<file path="src/rtl/lcd_pkg.sv">
// rtl/lcd_pkg.sv - shared state encoding, LCD command constants and long-command classifier
package lcd_pkg;

    typedef enum logic [2:0] {
        ST_IDLE  = 3'd0,
        ST_SETUP = 3'd1,
        ST_PULSE = 3'd2,
        ST_HOLD  = 3'd3,
        ST_WAIT  = 3'd4
    } state_t;

    localparam logic [7:0] CMD_CLEAR    = 8'h01;
    localparam logic [7:0] CMD_HOME     = 8'h02;
    localparam logic [7:0] CMD_FUNC_SET = 8'h3C;
    localparam logic [7:0] CMD_DISP_ON  = 8'h0C;
    localparam logic [7:0] CMD_ENTRY    = 8'h06;
    localparam logic [7:0] DDRAM_LINE1  = 8'h80;
    localparam logic [7:0] DDRAM_LINE2  = 8'hC0;

    // Clear (0x01) and return-home (0x02/0x03) need the long execution delay.
    function automatic logic is_long_cmd(input logic rs, input logic [7:0] data);
        return (!rs) && (data[7:2] == 6'd0) && (data[1:0] != 2'd0);
    endfunction

endpackage

</file>
<file path="src/rtl/lcd_delay_counter.sv">
// rtl/lcd_delay_counter.sv - loadable down-counter with zero flag, parks at zero
module lcd_delay_counter #(
    parameter int CNT_W = 16
) (
    input  logic             clk,
    input  logic             reset,
    input  logic             load,
    input  logic [CNT_W-1:0] load_val,
    output logic             zero
);

    logic [CNT_W-1:0] count_q;
    logic [CNT_W-1:0] count_d;

    always_comb begin
        count_d = count_q;
        if (load) begin
            count_d = load_val;
        end else if (count_q != '0) begin
            count_d = count_q - CNT_W'(1);
        end
    end

    always_ff @(posedge clk) begin
        if (reset) begin
            count_q <= '0;
        end else begin
            count_q <= count_d;
        end
    end

    assign zero = (count_q == '0);

endmodule

</file>
<file path="src/rtl/lcd_byte_writer.sv">
// rtl/lcd_byte_writer.sv - HD44780 bus-timing stage: one E pulse per accepted {RS, DATA} byte
module lcd_byte_writer
    import lcd_pkg::*;
#(
    parameter int SETUP_CYC = 2,
    parameter int PULSE_CYC = 12,
    parameter int HOLD_CYC  = 2,
    parameter int EXEC_CYC  = 50,
    parameter int CLR_CYC   = 2000,
    parameter int CNT_W     = 16
) (
    input  logic       CLK,
    input  logic       RESET,
    input  logic       IN_VALID,
    output logic       IN_READY,
    input  logic       IN_RS,
    input  logic [7:0] IN_DATA,
    output logic       BUSY,
    output logic       LCD_E,
    output logic       LCD_RS,
    output logic       LCD_RW,
    output logic [7:0] LCD_DATA
);

    localparam int S_EFF = (SETUP_CYC < 1) ? 1 : SETUP_CYC;

    state_t           state_q, state_d;
    logic             lcd_e_q, lcd_e_d;
    logic             lcd_rs_q, lcd_rs_d;
    logic [7:0]       lcd_data_q, lcd_data_d;
    logic             xfer;
    logic             cnt_load;
    logic [CNT_W-1:0] cnt_load_val;
    logic             cnt_zero;

    assign xfer = IN_VALID && (state_q == ST_IDLE);

    lcd_delay_counter #(.CNT_W(CNT_W)) u_delay (
        .clk      (CLK),
        .reset    (RESET),
        .load     (cnt_load),
        .load_val (cnt_load_val),
        .zero     (cnt_zero)
    );

    always_ff @(posedge CLK) begin
        if (RESET) begin
            state_q    <= ST_IDLE;
            lcd_e_q    <= 1'b0;
            lcd_rs_q   <= 1'b0;
            lcd_data_q <= 8'h00;
        end else begin
            state_q    <= state_d;
            lcd_e_q    <= lcd_e_d;
            lcd_rs_q   <= lcd_rs_d;
            lcd_data_q <= lcd_data_d;
        end
    end

    always_comb begin
        state_d = state_q;
        case (state_q)
            ST_IDLE:  if (xfer)     state_d = ST_SETUP;
            ST_SETUP: if (cnt_zero) state_d = ST_PULSE;
            ST_PULSE: if (cnt_zero) state_d = ST_HOLD;
            ST_HOLD:  if (cnt_zero) state_d = ST_WAIT;
            ST_WAIT:  if (cnt_zero) state_d = ST_IDLE;
            default:                state_d = ST_IDLE;
        endcase
    end

    // Counter is reloaded with N-1 on every state entry; the latched byte picks the WAIT length.
    always_comb begin
        lcd_e_d      = (state_d == ST_PULSE);
        lcd_rs_d     = xfer ? IN_RS   : lcd_rs_q;
        lcd_data_d   = xfer ? IN_DATA : lcd_data_q;
        cnt_load     = (state_d != state_q);
        cnt_load_val = '0;
        case (state_d)
            ST_SETUP: cnt_load_val = CNT_W'(S_EFF - 1);
            ST_PULSE: cnt_load_val = CNT_W'(PULSE_CYC - 1);
            ST_HOLD:  cnt_load_val = CNT_W'(HOLD_CYC - 1);
            ST_WAIT:  cnt_load_val = is_long_cmd(lcd_rs_q, lcd_data_q) ? CNT_W'(CLR_CYC - 1)
                                                                       : CNT_W'(EXEC_CYC - 1);
            default:  cnt_load_val = '0;
        endcase
    end

    assign IN_READY = (state_q == ST_IDLE);
    assign BUSY     = ~IN_READY;
    assign LCD_E    = lcd_e_q;
    assign LCD_RS   = lcd_rs_q;
    assign LCD_DATA = lcd_data_q;
    assign LCD_RW   = 1'b0;

endmodule

</file>
<file path="config.mk">
export PLATFORM = sky130hd
export DESIGN_NAME = lcd_byte_writer
export DESIGN_NICKNAME = d
export VERILOG_FILES = /design/src/rtl/lcd_pkg.sv /design/src/rtl/lcd_delay_counter.sv /design/src/rtl/lcd_byte_writer.sv
export SDC_FILE = /design/constraint.sdc
export NUM_CORES = 1
export LEC_CHECK = 0
export ABC_AREA = 1
export CAP_MARGIN = 20
export CORE_ASPECT_RATIO = 0.9
export CORE_MARGIN = 3
export CORE_UTILIZATION = 33
export DETAILED_ROUTE_END_ITERATION = 8
export GPL_TIMING_DRIVEN = 0
export MAX_ROUTING_LAYER = met4
export PLACE_DENSITY = 0.55
export SKIP_LAST_GASP = 1
export SYNTH_ARGS = -nofsm -noshare
export SYNTH_HDL_FRONTEND = slang
export SYNTH_SLANG_ARGS = --single-unit
</file>
<file path="constraint.sdc">
create_clock -name CLK -period 5.2 [get_ports CLK]
set_input_delay 0.78 -clock CLK [delete_from_list [all_inputs] [get_ports CLK]]
set_output_delay 0.78 -clock CLK [all_outputs]
set_load 0.03 [all_outputs]
</file>
**After elaboration in Yosys (flattened, before gate mapping)**

Cells that the tools add are included.

- Register bits after elaboration: 29
- Word-level logic and storage cells: 37

- Add/sub/neg operators: 1
- Eq/ne operators: 9
- Muxes and demuxes: 10
- Bitwise logic cells: 1
- Reductions and logical operators: 11

Operators with widths:

| kind | number |
|---|---|
| $pmux 11 s3 | 1 |
| $mux 16 | 2 |
| $logic_not 16->1 | 1 |
| $reduce_bool 16->1 | 1 |
| $sub 16x1->16 const B | 1 |
| $mux 3 | 5 |
| $pmux 3 s5 | 1 |
| $eq 3x2->1 const B | 4 |
| $mux 11 | 1 |
| $eq 3x1->1 const B | 2 |
| $eq 3x3->1 const B | 2 |
| $logic_not 6->1 | 1 |
| $reduce_bool 2->1 | 2 |
| $logic_and 1x1->1 | 3 |
| $logic_not 3->1 | 1 |
| $ne 3x3->1 | 1 |
| $reduce_or 2->1 | 1 |
| $logic_not 1->1 | 1 |
| $not 1->1 | 1 |

**Longest topological paths before layout**

Gate-level depths: netlist of the first run.

- Word-level depth: 8
- Depth in mapped cells: 15
- Mapped depth without buffers: 15

**Modules after synthesis**

Synthesis of the first run repeated with hierarchy kept, for this count alone.

- Cells, all modules: 263
- Area total of the unflattened synthesis: 1714.1 um^2

By module, submodules not included:

| module | instances | cells an instance | area an instance (um^2) |
|---|---|---|---|
| lcd_delay_counter | 1 | 179 | 1114.8 |
| lcd_byte_writer | 1 | 84 | 599.3 |

**Worst setup path after synthesis of the first run**

OpenSTA, ideal clock, no wires.

- Kind: register to output
- From: reg state_q[1]
- To: out IN_READY
- Arrival: 1.094 ns
- Setup slack: 3.326 ns
- Stages on the path, launching flop included: 4
- Buffers on the path: 0
- Cells stage by stage: dfxtp_1 -> nor2_2 -> nand2_1 -> inv_1

- Longest elaborated chain between the ends: 1

RTL lines:

| element | line | source |
|---|---|---|
| from (decl) | lcd_byte_writer.sv:27 | `state_t state_q, state_d;` |
| from (signal assigned) | lcd_byte_writer.sv:53 | `state_q <= state_d;` |
| $logic_not 3->1 | lcd_byte_writer.sv:89 | `assign IN_READY = (state_q == ST_IDLE);` |
| to (decl) | lcd_byte_writer.sv:15 | `output logic IN_READY,` |

Every way passes these cells.

**Worst setup path in the final report of the first run**

- From: reg state_q[0]
- To: out IN_READY

The elaborated chain is that of the path after synthesis.

==> results.md, run 1 <==
Pwr:
- The worst supply voltage drop on vdd is 0.196 mV.
- The power per unit of standard cell area is 731 mW/mm2.
- For this design the static power due to leakage is 0.845 nW.
- Overall power consumption after layout is estimated at 1.39 mW.
- The combinational share of power is 0.616.
- For this design the total switching power over the nets is 682 uW.
- The internal portion of total power is 706 uW.
- Of the total power, the clock network draws 0.126.
- Of the total power, registers draw 0.258.
- Of the total power, the share spent switching nets is 0.491.

Floorplanning:
- The region available for standard cell placement spans 0.00427 mm2.
- The die is 70.5 um tall.
- The area of the die is 0.00547 mm2.
- In this run the core area contains 22 standard-cell rows.
- In this run the count of I/O pins placed on the die edge is 25.
- For this configuration, the core starts out at a cell density of 0.357.
- Measured along the x axis, the die boundary spans 77.7 um.

Logic synthesis:
- The share of the synthesized area in the top cell type is 0.381.
- Summed over all instances, the cell type with the most area after synthesis is dfxtp_1.
- The net count after synthesis is 230.
- The number of different library cells used by synthesis comes to 29.
- The synthesized-area fraction occupied by ao, oa, aoi and oai cells is 0.0984.
- The xor-xnor portion of the synthesized cell area is 0.0804.
- The most used flip-flop cell after synthesis is dfxtp_1.
- Counting flops and latches in the post-synthesis netlist gives 29.
- The count of synthesis-stage warnings from yosys is 0.
- The mean post-synth cell area is 7.03 um2.
- Synthesis produced a netlist whose cell count is 217.
- Of the total synthesized cell area, the portion taken by AND, OR, NAND and NOR gates is 0.362.
- The post-synthesis instance area is 0.00153 mm2.
- The share of synthesized cell area in full adder, half adder and majority cells is 0.00820.
- Of the synthesized area, sequential elements account for 0.381.
- The post-synthesis mux area share is 0.
- Counting flops with a built-in enable in the synthesized netlist gives 0.
- Yosys attributes the largest share of cell area to dfxtp_1 (38%), nand2_1 (11%), nor2_1 (7.9%).
- The async set or reset register ratio after synthesis is 0.
- After synthesis, the largest family of logic cells by area is simple AND/OR/NAND/NOR gates.

Hold path:
- The cell depth of the worst hold path is 2.
- The launch point of the worst hold path is LCD_DATA[5]$_SDFFE_PP0P_.
- The tightest min-delay check is of the flip-flop to flip-flop type.
- The worst hold path terminates at LCD_DATA[5]$_SDFFE_PP0P_.

Setup path:
- The launch instance of the worst register-to-register path is u_delay.count_q[0]$_SDFFE_PP0P_.
- The top fanout value on the critical path is 7.
- For flop-to-flop paths, the worst setup slack is 3180 ps.
- The arrival time at the worst endpoint is 1840 ps.
- The count of cells along the worst register-to-register path is 12.
- The required time of the critical path is 4420 ps.
- The worst reg2reg path endpoint is u_delay.count_q[7]$_SDFFE_PP0P_.
- The category of the critical setup timing path is flip-flop to primary output.
- The worst setup path is captured at a primary output.
- The startpoint class of the critical path is a flip-flop.

Timing:
- Setup violations remaining at the end of the flow were counted as 0.
- Setup repair after global routing left no endpoint under its margin.
- Of the available clock period, the critical path in the final layout requires 0.503.
- For the final database, setup skew stands at 1.97 ps.
- The aggregate negative setup slack is 0 ps.
- The count of final hold-check violations was 0.
- The clock period could shrink to 2620 ps.
- The final number of max-transition violations is 0.
- The remaining max-slew budget at the tightest pin is 0.643.
- Across all hold checks on the routed design, the worst slack comes to 471 ps.
- The slew at the pin with the worst max-slew slack is 535 ps.
- Timing would allow up to 382 MHz.

GRT:
- The global-route wire length before repair is 6.31 mm.
- The number of antenna violations at the first check in global routing is 0.
- The pin count of the biggest net entering global routing is 11.
- For this run, the total global-route usage over all layers was measured as 0.152.
- The leftover overflow at the end of global routing is 0.
- The number of global-route vias before repair is 1,374.

Clocking:
- The later pin in the worst-skew pair is clocked with a latency of 280 ps.
- The clock tree from TritonCTS is built.
- Clock tree synthesis inserted a total of 5 buffers.
- The number of levels in the clock H-tree is 2.
- The number of gates given a new drive strength after cts is 0.
- The number of hold buffers added after CTS was 0.
- The root buffer cell chosen for the clock tree is clkbuf_8.
- The clock-pin slew of the registers on the worst-case setup and hold paths is 60 ps.
- The largest buffer count on any clock path is 2.
- The clock sink total is 29.
- The number of post-CTS setup repair buffers is 0.

Routing:
- The residual DRC count is 0.
- The routed wirelength normalized by instance count is 11.7 um.
- Detailed routing inserted a total of 1,417 vias.
- The initial DRC count is 70.
- In this run the remaining antenna-violating nets after routing total 0.
- The vias per cell is 4.62.
- For this block, the routed nets add up to 3.59 mm of wire.
- The first detailed-routing pass ran for 4 iterations.

Cells and area:
- The number of antenna diodes in the final layout is 0.
- The final layout contains 259 nets.
- Once layout is complete, the utilization of the core stands at 0.445.
- The finished layout cell area is 0.00190 mm2.
- Of the cells placed in the final design, the portion with a size suffix greater than 1 is 0.0891.
- Relative to the synthesized area, the layout overhead comes to 24.6%.

Run status:
- The flow ran to the end, and the final reports show no timing, DRC or antenna violations.

Job:
- Across the run, the number of max-cap violations was 0.

Placed design:
- The count of buffers from port buffering is 22.
- The placed standard-cell area is 0.00182 mm2.
- The HPWL after detailed placement is 2.82 mm.
- The placer congestion estimate is 0.868.
-- area by class of cell --
class                      instances  area (um2)
timing repair buffer              22         220
buffer                             5        23.8
sequential                        29         581
fill                             455        2370
inverter                          20        80.1
multi-input combinational        163         841
clock buffer                       8        80.1
tap                               60        75.1
-- cell families (layout without fill, tap and decap cells) --
logic type,count (synthesis),count (layout)
fa+ha+maj,1,1
flops,29,29
buf+inv,25,55
simple gates,119,119
other cells,1,1
xor+xnor,14,14
compound gates,28,28
-- Yosys cell counts, types with 3 or more instances --
cell type  instances
nand3_1           19
nor2_1            32
nor3_1             6
nor2_2             3
a21oi_1           17
xnor2_1            7
dfxtp_1           29
inv_1             18
xor2_1             7
nor4_1             4
o21ai_1            4
nand2_2            4
nand2_1           44
o21ai_0            4
-- flip-flops by register name, summed over array words and instances (netlist names) --
signal and flops:
LCD_DATA 8, LCD_E 1, LCD_RS 1, state_q 3
u_delay.count_q 16
-- metrics by stage --
stage / cells / worst slack (ps)
finish: 307 / 2580
global route: 307 / 2410
CTS: 307 / 2550
detailed placement: 299 / 2860
global placement: 299 / 2880
floorplan: 217 / 3330
-- power by group through the flow --
stage | Combinational, mW | Clock [mW] | Sequential (mW)
2_1_floorplan | 0.649 | 0 | 0.376
3_3_place_gp | 0.854 | 0 | 0.362
3_5_place_dp | 0.857 | 0 | 0.362
4_1_cts | 0.862 | 0.182 | 0.358
5_1_grt | 0.977 | 0.195 | 0.368
6_report | 0.856 | 0.175 | 0.358
-- worst max path at each step --
stage,startpoint,to,slack [ps],depth (start not counted)
floorplan,state_q[1]$_SDFF_PP0_,IN_READY,3330,3
global placement,state_q[0]$_SDFF_PP0_,IN_READY,2880,4
detailed placement,state_q[0]$_SDFF_PP0_,IN_READY,2860,4
CTS,state_q[0]$_SDFF_PP0_,IN_READY,2550,4
global route,state_q[1]$_SDFF_PP0_,IN_READY,2410,4
finish,state_q[0]$_SDFF_PP0_,IN_READY,2580,4
-- cell usage in the layout, fill, tap and decap left out, types with 4 or more instances in the layout --
cell type	synthesis	routed
nand2_1	44	44
nand2_2	4	4
nor4_1	4	4
a21oi_1	17	17
inv_1	18	18
xor2_1	7	7
dfxtp_1	29	29
xnor2_1	7	7
nor3_1	6	6
clkbuf_1	2	5
nor2_1	32	32
nand3_1	19	19
o21ai_0	4	4
clkbuf_8	0	5
o21ai_1	4	4
clkdlybuf4s50_1	0	22
-- critical path, stage by stage, from the launching register on --
cell             delay (ps)
dfxtp_1                 370
nor2_2                  170
nand2_1                 100
inv_1                   210
clkdlybuf4s50_1         720
-- routing by layer --
| metal | up-vias | routed length, um | track usage |
|---|---|---|---|
| li1 | 764 | - | - |
| met1 | 618 | 1860 | 0.203 |
| met2 | 28 | 1540 | 0.210 |
| met3 | 7 | 130 | 0.0374 |
| met4 | 0 | 58 | 0.0791 |
| met5 | - | 0 | - |
Power figures use the tool's default switching activity.
==> inputs of run 2 (changes only) <==
Clock period 5.2 ns to 2.6 ns, I/O delays scaled along.
==> results of run 2 <==
Same layout as run 1 (identical final DEF). Status: complete, no violations.
Among the figures that moved: setup slack after placement 2860 ps -> 568 ps; setup slack after layout 2580 ps -> 373 ps; register-to-register setup slack 3180 ps -> 580 ps; total power 1.39 mW -> 2.78 mW; worst IR drop on VDD 0.196 mV -> 0.392 mV
==> inputs of run 3 (changes only) <==
Settings changed: CORE_UTILIZATION 33 to 52, PLACE_DENSITY 0.55 to 0.79.
==> run 3 against run 2 <==
  * Via count up 3.1%
  * Count of clock-buffer cells in the layout down 1
  * Final cell count down 7.5%
  * Critical path type unchanged
  * Die area down 34%
  * Hold slack worse by 7.5 ps
  * Sequential share of layout area up 0.87 points
  * Clock power down 21%
  * Register-to-register slack about the same
  * Total power down 2.4%
  * Critical path depth unchanged
==> results.md, run 3 (synthesis gave the netlist of run 1 again) <==
Run status:
- The run finished with clean final reports.

Clocking:
- The largest buffer count on any clock path is 2 (unchanged).
- The number of buffers inserted by hold repair at cts was 0 (unchanged).
- The clock tree from TritonCTS is built.
- The number of levels in the clock H-tree came to 2 (unchanged).
- The number of post-CTS setup repair buffers is 0 (unchanged).
- The clock sink total was 29 (unchanged).
- The clock-pin slew of the registers on the worst-case setup and hold paths was 90 ps (+30 ps).
- The number of gates given a new drive strength after cts was 0 (unchanged).
- CTS placed an instance of clkbuf_4 at the clock tree root.
- The clock latency of the later-clocked register in the worst-skew pair was 330 ps (+50 ps).
- The number of buffers created by CTS is 5 (unchanged).

Routing:
- The residual DRC count is 0 (unchanged).
- The via count of the routed design came to 1,461 (+3.1%).
- The final routed wirelength across all metal layers was 3.51 mm (-2.3%).
- The routed wirelength normalized by instance count is 12.4 um (+5.6%).
- The number of iterations in the first detailed-routing pass is 4 (unchanged).
- The vias per cell is 5.14 (+11%).
- The initial DRC count was 127 (+81%).
- The count of antenna-violating nets left after detailed routing is 0 (unchanged).

Timing:
- The minimum hold slack is 463 ps (-7.54 ps).
- Of the available clock period, the critical path in the final layout requires 0.875.
- The total of endpoints with negative setup slack in the final report is 0 (unchanged).
- The final number of max-transition violations is 0 (unchanged).
- The fmax is 439 MHz.
- The time the worst path needs with I/O delays and setup is 2280 ps.
- The worst-case setup margin in the final layout is 324 ps.
- The aggregate negative setup slack is 0 ps (unchanged).
- The setup clock skew after layout is 3.59 ps (+1.61 ps).
- The count of final hold-check violations was 0 (unchanged).
- Setup repair after global routing left no endpoint under its margin.

Setup path:
- The arrival time at the worst endpoint is 1890 ps (+50 ps).
- The top fanout value on the critical path was 7 (unchanged).
- The category of the critical setup timing path is flip-flop to primary output.
- The worst setup path is captured at a primary output.
- The count of cells along the worst register-to-register path came to 12 (unchanged).
- Data on the critical path is required at its endpoint by 2210 ps.
- The worst setup path is launched from a flip-flop.

Job:
- The number of violations of the max-capacitance limit is 0 (unchanged).

Pwr:
- The net load switching power is 1.36 mW.
- The switching part of the total is 0.502.
- The clock share of power is 0.102 (-0.024).
- Overall power consumption after layout is estimated at 2.71 mW.
- The combinational share of power is 0.633 (+0.017).
- The internal portion of total power is 1.35 mW.
- The worst supply voltage drop on vdd is 0.823 mV.
- The sequential power share was 0.264 (+0.006).
- The leakage power summed over all cells came to 0.837 nW (-0.96%).
- Power spread over the standard cell area amounts to 1470 mW/mm2.

Floorplanning:
- The standard-cell row count was 17 (-23%).
- The number of top-level pins was 25 (unchanged).
- The height of the die is 57.4 um (-19%).
- The area of the core is 0.00262 mm2 (-39%).
- The starting density of the core is 0.583 (+0.225).
- The area of the die is 0.00362 mm2 (-34%).
- The floorplan die width came to 63.1 um (-19%).

Cells and area:
- Compared with the post-synthesis result, the final layout area differs by 21.2%.
- Counting flops per register, the top entry is u_delay.count_q.
- The number of nets at the end of the flow is 259 (unchanged).
- The library cell used most frequently in the layout, excluding fill and tap cells, is nand2_1.
- The count of antenna diodes in the layout came to 0 (unchanged).
- The number of fill cells is 235 (-48%).
- The ratio of cells with drive above 1 in the final layout is 0.0935 (+0.00443).
- The flip-flop count of the largest register after layout came to 16 (unchanged).
- The core utilization of the finished layout came to 0.706 (+0.261).
- In the layout the commonest cells are nand2_1 (44), nor2_1 (32), dfxtp_1 (29), clkdlybuf4s50_1 (22), nand3_1 (19).

Placed design:
- The count of buffers from port buffering was 22 (unchanged).
- The placer congestion estimate came to 0.934 (+7.7%).
- The total half-perimeter wirelength after legalization and detailed placement is 2.72 mm (-3.6%).
- The worst slack at placement is 592 ps.

GRT:
- The pin count of the biggest net entering global routing is 11 (unchanged).
- The number of antenna violations at the first check in global routing is 0 (unchanged).
- The number of global-route vias before repair is 1,375 (+0.073%).
- The global-route wire length before repair was 6.09 mm (-3.5%).
- The overall track demand over capacity in global routing is 0.225 (+0.0726).
- The leftover overflow at the end of global routing is 0 (unchanged).

Hold path:
- The cell depth of the worst hold path is 2 (unchanged).
- The path class of the tightest hold or removal check is input port to flip-flop.
[run 3: cell count changes in the layout (fill, tap and decap cells not counted), sizes merged]
cell	delta
clkbuf	-1
[run 3: path summary, 6_finish.rpt]
kind / start / end / slack (ps)
hold / removal: RESET / LCD_DATA[0]$_SDFFE_PP0P_ / 460
setup / recovery: state_q[1]$_SDFF_PP0_ / IN_READY / 320
hold reg to reg: LCD_DATA[3]$_SDFFE_PP0P_ / LCD_DATA[3]$_SDFFE_PP0P_ / 480
setup reg to reg: u_delay.count_q[0]$_SDFFE_PP0P_ / u_delay.count_q[7]$_SDFFE_PP0P_ / 580
[run 3: per-stage QoR]
stage	instances	area, um2
final	284	1850
after global routing	284	1850
after CTS	284	1850
after detailed placement	277	1790
after global placement	277	1790
after floorplan	217	1530
[run 3: final cells by class]
type,count,area (um2),share of cell area
Timing Repair Buffer,22,220,0.119
Buffer,5,23.8,0.0129
Clock buffer,7,55.1,0.0298
Multi-Input combinational cell,163,841,0.455
Tap cell,38,47.5,0.0257
Sequential cell,29,581,0.314
Inverter,20,80.1,0.0433
[run 3: power groups by stage]
stage / registers, mW / clock network (mW) / logic, mW
global route: 0.734 / 0.304 / 1.95
CTS: 0.716 / 0.285 / 1.72
floorplan: 0.752 / 0 / 1.30
finish: 0.717 / 0.277 / 1.72
global placement: 0.718 / 0 / 1.66
detailed placement: 0.726 / 0 / 1.70
[run 3: routing by layer]
metal / share of wire / up-vias / GRT usage
met3: 0.063 / 8 / 0.0472
met4: 0.021 / 0 / 0.113
met1: 0.46 / 649 / 0.286
li1: - / 766 / -
met2: 0.45 / 38 / 0.337
met5: 0 / - / -
[run 3: critical path: stages, from the launching register on]
cell and delay [ps]:
dfxtp_1 360, nor2_2 180, nand2_1 100, inv_1 200, clkdlybuf4s50_1 720
==> edit 1 (flow settings as in run 1) <==
The 5 states of `state_t` get a Gray code encoding in 3 bits.
--- a/src/rtl/lcd_pkg.sv
+++ b/src/rtl/lcd_pkg.sv
@@ -2,11 +2,11 @@
 package lcd_pkg;
 
     typedef enum logic [2:0] {
-        ST_IDLE  = 3'd0,
-        ST_SETUP = 3'd1,
-        ST_PULSE = 3'd2,
-        ST_HOLD  = 3'd3,
-        ST_WAIT  = 3'd4
+        ST_IDLE  = 3'b000,
+        ST_SETUP = 3'b001,
+        ST_PULSE = 3'b011,
+        ST_HOLD  = 3'b010,
+        ST_WAIT  = 3'b110
     } state_t;
 
     localparam logic [7:0] CMD_CLEAR    = 8'h01;
Formal check against the unedited RTL: same outputs for any inputs over 10 cycles, from zero or initial values and one cycle with RESET high; not proved beyond that.
==> edit 1 against run 1 <==
First-iteration DRC count is 46% lower. Synthesized area is 1.1% higher. Sequential cell count stayed put. Critical path depth stayed put. Power is 4.4% lower. Hold slack better by 6.5 ps. Routed wire length is 0.78% higher. Sequential share of layout area is 0.48 points lower. Final area is 1.6% higher. Register-to-register slack better by 120 ps. Sequential power is 1% lower. Worst setup slack better by 240 ps. Largest cell class unchanged.
==> edit 1: results <==
{
  "status": "finished clean",
  "grt_use_met3": 0.0458,
  "gp_congestion": 0.850,
  "syn-num-nets": 228,
  "place_inst": 298,
  "placed_area_mm2": 0.00185,
  "power.leakage_nw": 0.815,
  "dr_wl_met2_mm": 1.59,
  "initial_utilization": 0.359,
  "drtIter0Drc": 38,
  "met1_length_mm": 1.81,
  "grt_pass1_wl_mm": 6.18,
  "synth-compound-area-share": 0.140,
  "clk-power_uw": 181,
  "dp_hpwl_mm": 2.78,
  "cp.arrival_ps": 1590,
  "wirelength_mm": 3.62,
  "dp_slack_ps": 3050,
  "port_buffers": 23,
  "p_clk_frac": 0.136,
  "clock-skew-final_ps": 6.01,
  "grt_pass1_vias": 1331,
  "vdd_ir_drop_max_mv": 0.264,
  "routedWlPerCell_um": 11.8,
  "p_sw_uw": 644,
  "postSynthCellCount": 215,
  "synth.distinct_cells": 28,
  "final_nets": 258,
  "cp_max_fo": 6,
  "grt_util_met1": 0.195,
  "synth_seq_area_share": 0.376,
  "vias_per_cell": 4.59,
  "grtUsageMet2": 0.206,
  "holdCritStartpoint": "LCD_DATA[6]$_SDFFE_PP0P_",
  "netlist_top_cells_count": "nand2_1 (36), dfxtp_1 (29), nor2_1 (29)",
  "ys_top_cells_by_area": "dfxtp_1 (38%), nand2_1 (8.8%), nor2_1 (7.1%)"
}
## edit 1: cell count changes after synthesis, sizes merged, moves of 3 or more
| cell | delta |
|---|---|
| o21ai | +11 |
| xor2 | -3 |
| a21oi | +3 |
| nor3 | -5 |
| nand3 | -13 |
| nand2 | -3 |
| inv | +6 |
## edit 1: area by class of cell
class | instances | area, um^2
flip-flops and latches | 29 | 581
fillers | 467 | 2360
well taps | 60 | 75.1
repair buffers | 23 | 230
inverters | 27 | 101
clock inverters | 2 | 10.0
multi-input cells | 155 | 835
plain buffers | 4 | 26.3
clock buffers | 6 | 72.6
## edit 1: worst paths after layout
| check | slack [ps] | endpoint | depth (start not counted) |
|---|---|---|---|
| setup / recovery | 2830 | IN_READY | 4 |
| hold / removal | 480 | LCD_DATA[6]$_SDFFE_PP0P_ | 2 |
| setup reg to reg | 3300 | u_delay.count_q[5]$_SDFFE_PP0P_ | 12 |
| hold reg to reg | 480 | LCD_DATA[6]$_SDFFE_PP0P_ | 2 |
==> edit 2 (settings of run 1) <==
Without the edit above. Change the parameter `CLR_CYC` from 2000 to 1000.
--- a/src/rtl/lcd_byte_writer.sv
+++ b/src/rtl/lcd_byte_writer.sv
@@ -6,7 +6,7 @@
     parameter int PULSE_CYC = 12,
     parameter int HOLD_CYC  = 2,
     parameter int EXEC_CYC  = 50,
-    parameter int CLR_CYC   = 2000,
+    parameter int CLR_CYC   = 1000,
     parameter int CNT_W     = 16
 ) (
     input  logic       CLK,
Function: same outputs for any inputs over 10 cycles, from zero or initial values and one cycle with RESET high; that may be too few to reach the edited logic, so the function may still have changed.
==> edit 2 against run 1 <==
Routed wire length up 1.1%. Fmax up 0.81%. Utilization up 0.56 points. Synthesized cell count down 5.1%. Sequential cell count unchanged. Sequential share of layout area down 0.57 points. Worst setup slack better by 21 ps. Power down 5.9%. Synthesized area up 1.3%. Final area up 1.9%. Clock skew up 5.4 ps. Via count down 0.42%. Largest cell class unchanged. Highest routed layer unchanged.
==> edit 2: results <==
{
  "status": "finished clean",
  "n_all_inverters": 22,
  "grt_util_met1": 0.205,
  "power.leakage_nw": 0.819,
  "grtUsageTotal": 0.144,
  "final_nets": 249,
  "synth-adder-area-share": 0.00810,
  "clkCellAreaFrac": 0.0446,
  "cp.arrival_ps": 1820,
  "swShare": 0.483,
  "placed_area_mm2": 0.00185,
  "met3WireLength_um": 200,
  "postSynthCellCount": 206,
  "synth_xor_area_frac": 0.0737,
  "reg2reg_slack_ps": 3110,
  "n_sequential_cell": 29,
  "p_comb_uw": 775,
  "vdd_ir_drop_max_mv": 0.294,
  "grt_pass1_vias": 1293,
  "dr_wl_met2_mm": 1.45,
  "hold_ws_ps": 473,
  "wirelength_mm": 3.63,
  "multi_input_area_share": 0.444,
  "grtUsageMet2": 0.198,
  "multi_input_area_um2": 861,
  "sh_seq_area": 0.300,
  "slew_headroom": 0.622
}
edit 2: cell count changes after synthesis, moves of 2 or more:
cell | run 1 | this run
xnor2_1 | 7 | 5
inv_1 | 18 | 21
o21ai_0 | 4 | 9
nand2_1 | 44 | 31
nor3_1 | 6 | 2
nand3_1 | 19 | 11
o21ai_1 | 4 | 0
nor2_4 | 0 | 4
or2_2 | 0 | 2
nor2_1 | 32 | 29
nand4_1 | 2 | 9
edit 2: worst paths after layout:
path / start / depth (start not counted) / to
worst max-delay path: state_q[0]$_SDFF_PP0_ / 4 / IN_READY
worst min-delay path: LCD_DATA[5]$_SDFFE_PP0P_ / 2 / LCD_DATA[5]$_SDFFE_PP0P_
worst max register to register: u_delay.count_q[0]$_SDFFE_PP0P_ / 10 / u_delay.count_q[8]$_SDFFE_PP0P_
worst min register to register: LCD_DATA[5]$_SDFFE_PP0P_ / 2 / LCD_DATA[5]$_SDFFE_PP0P_
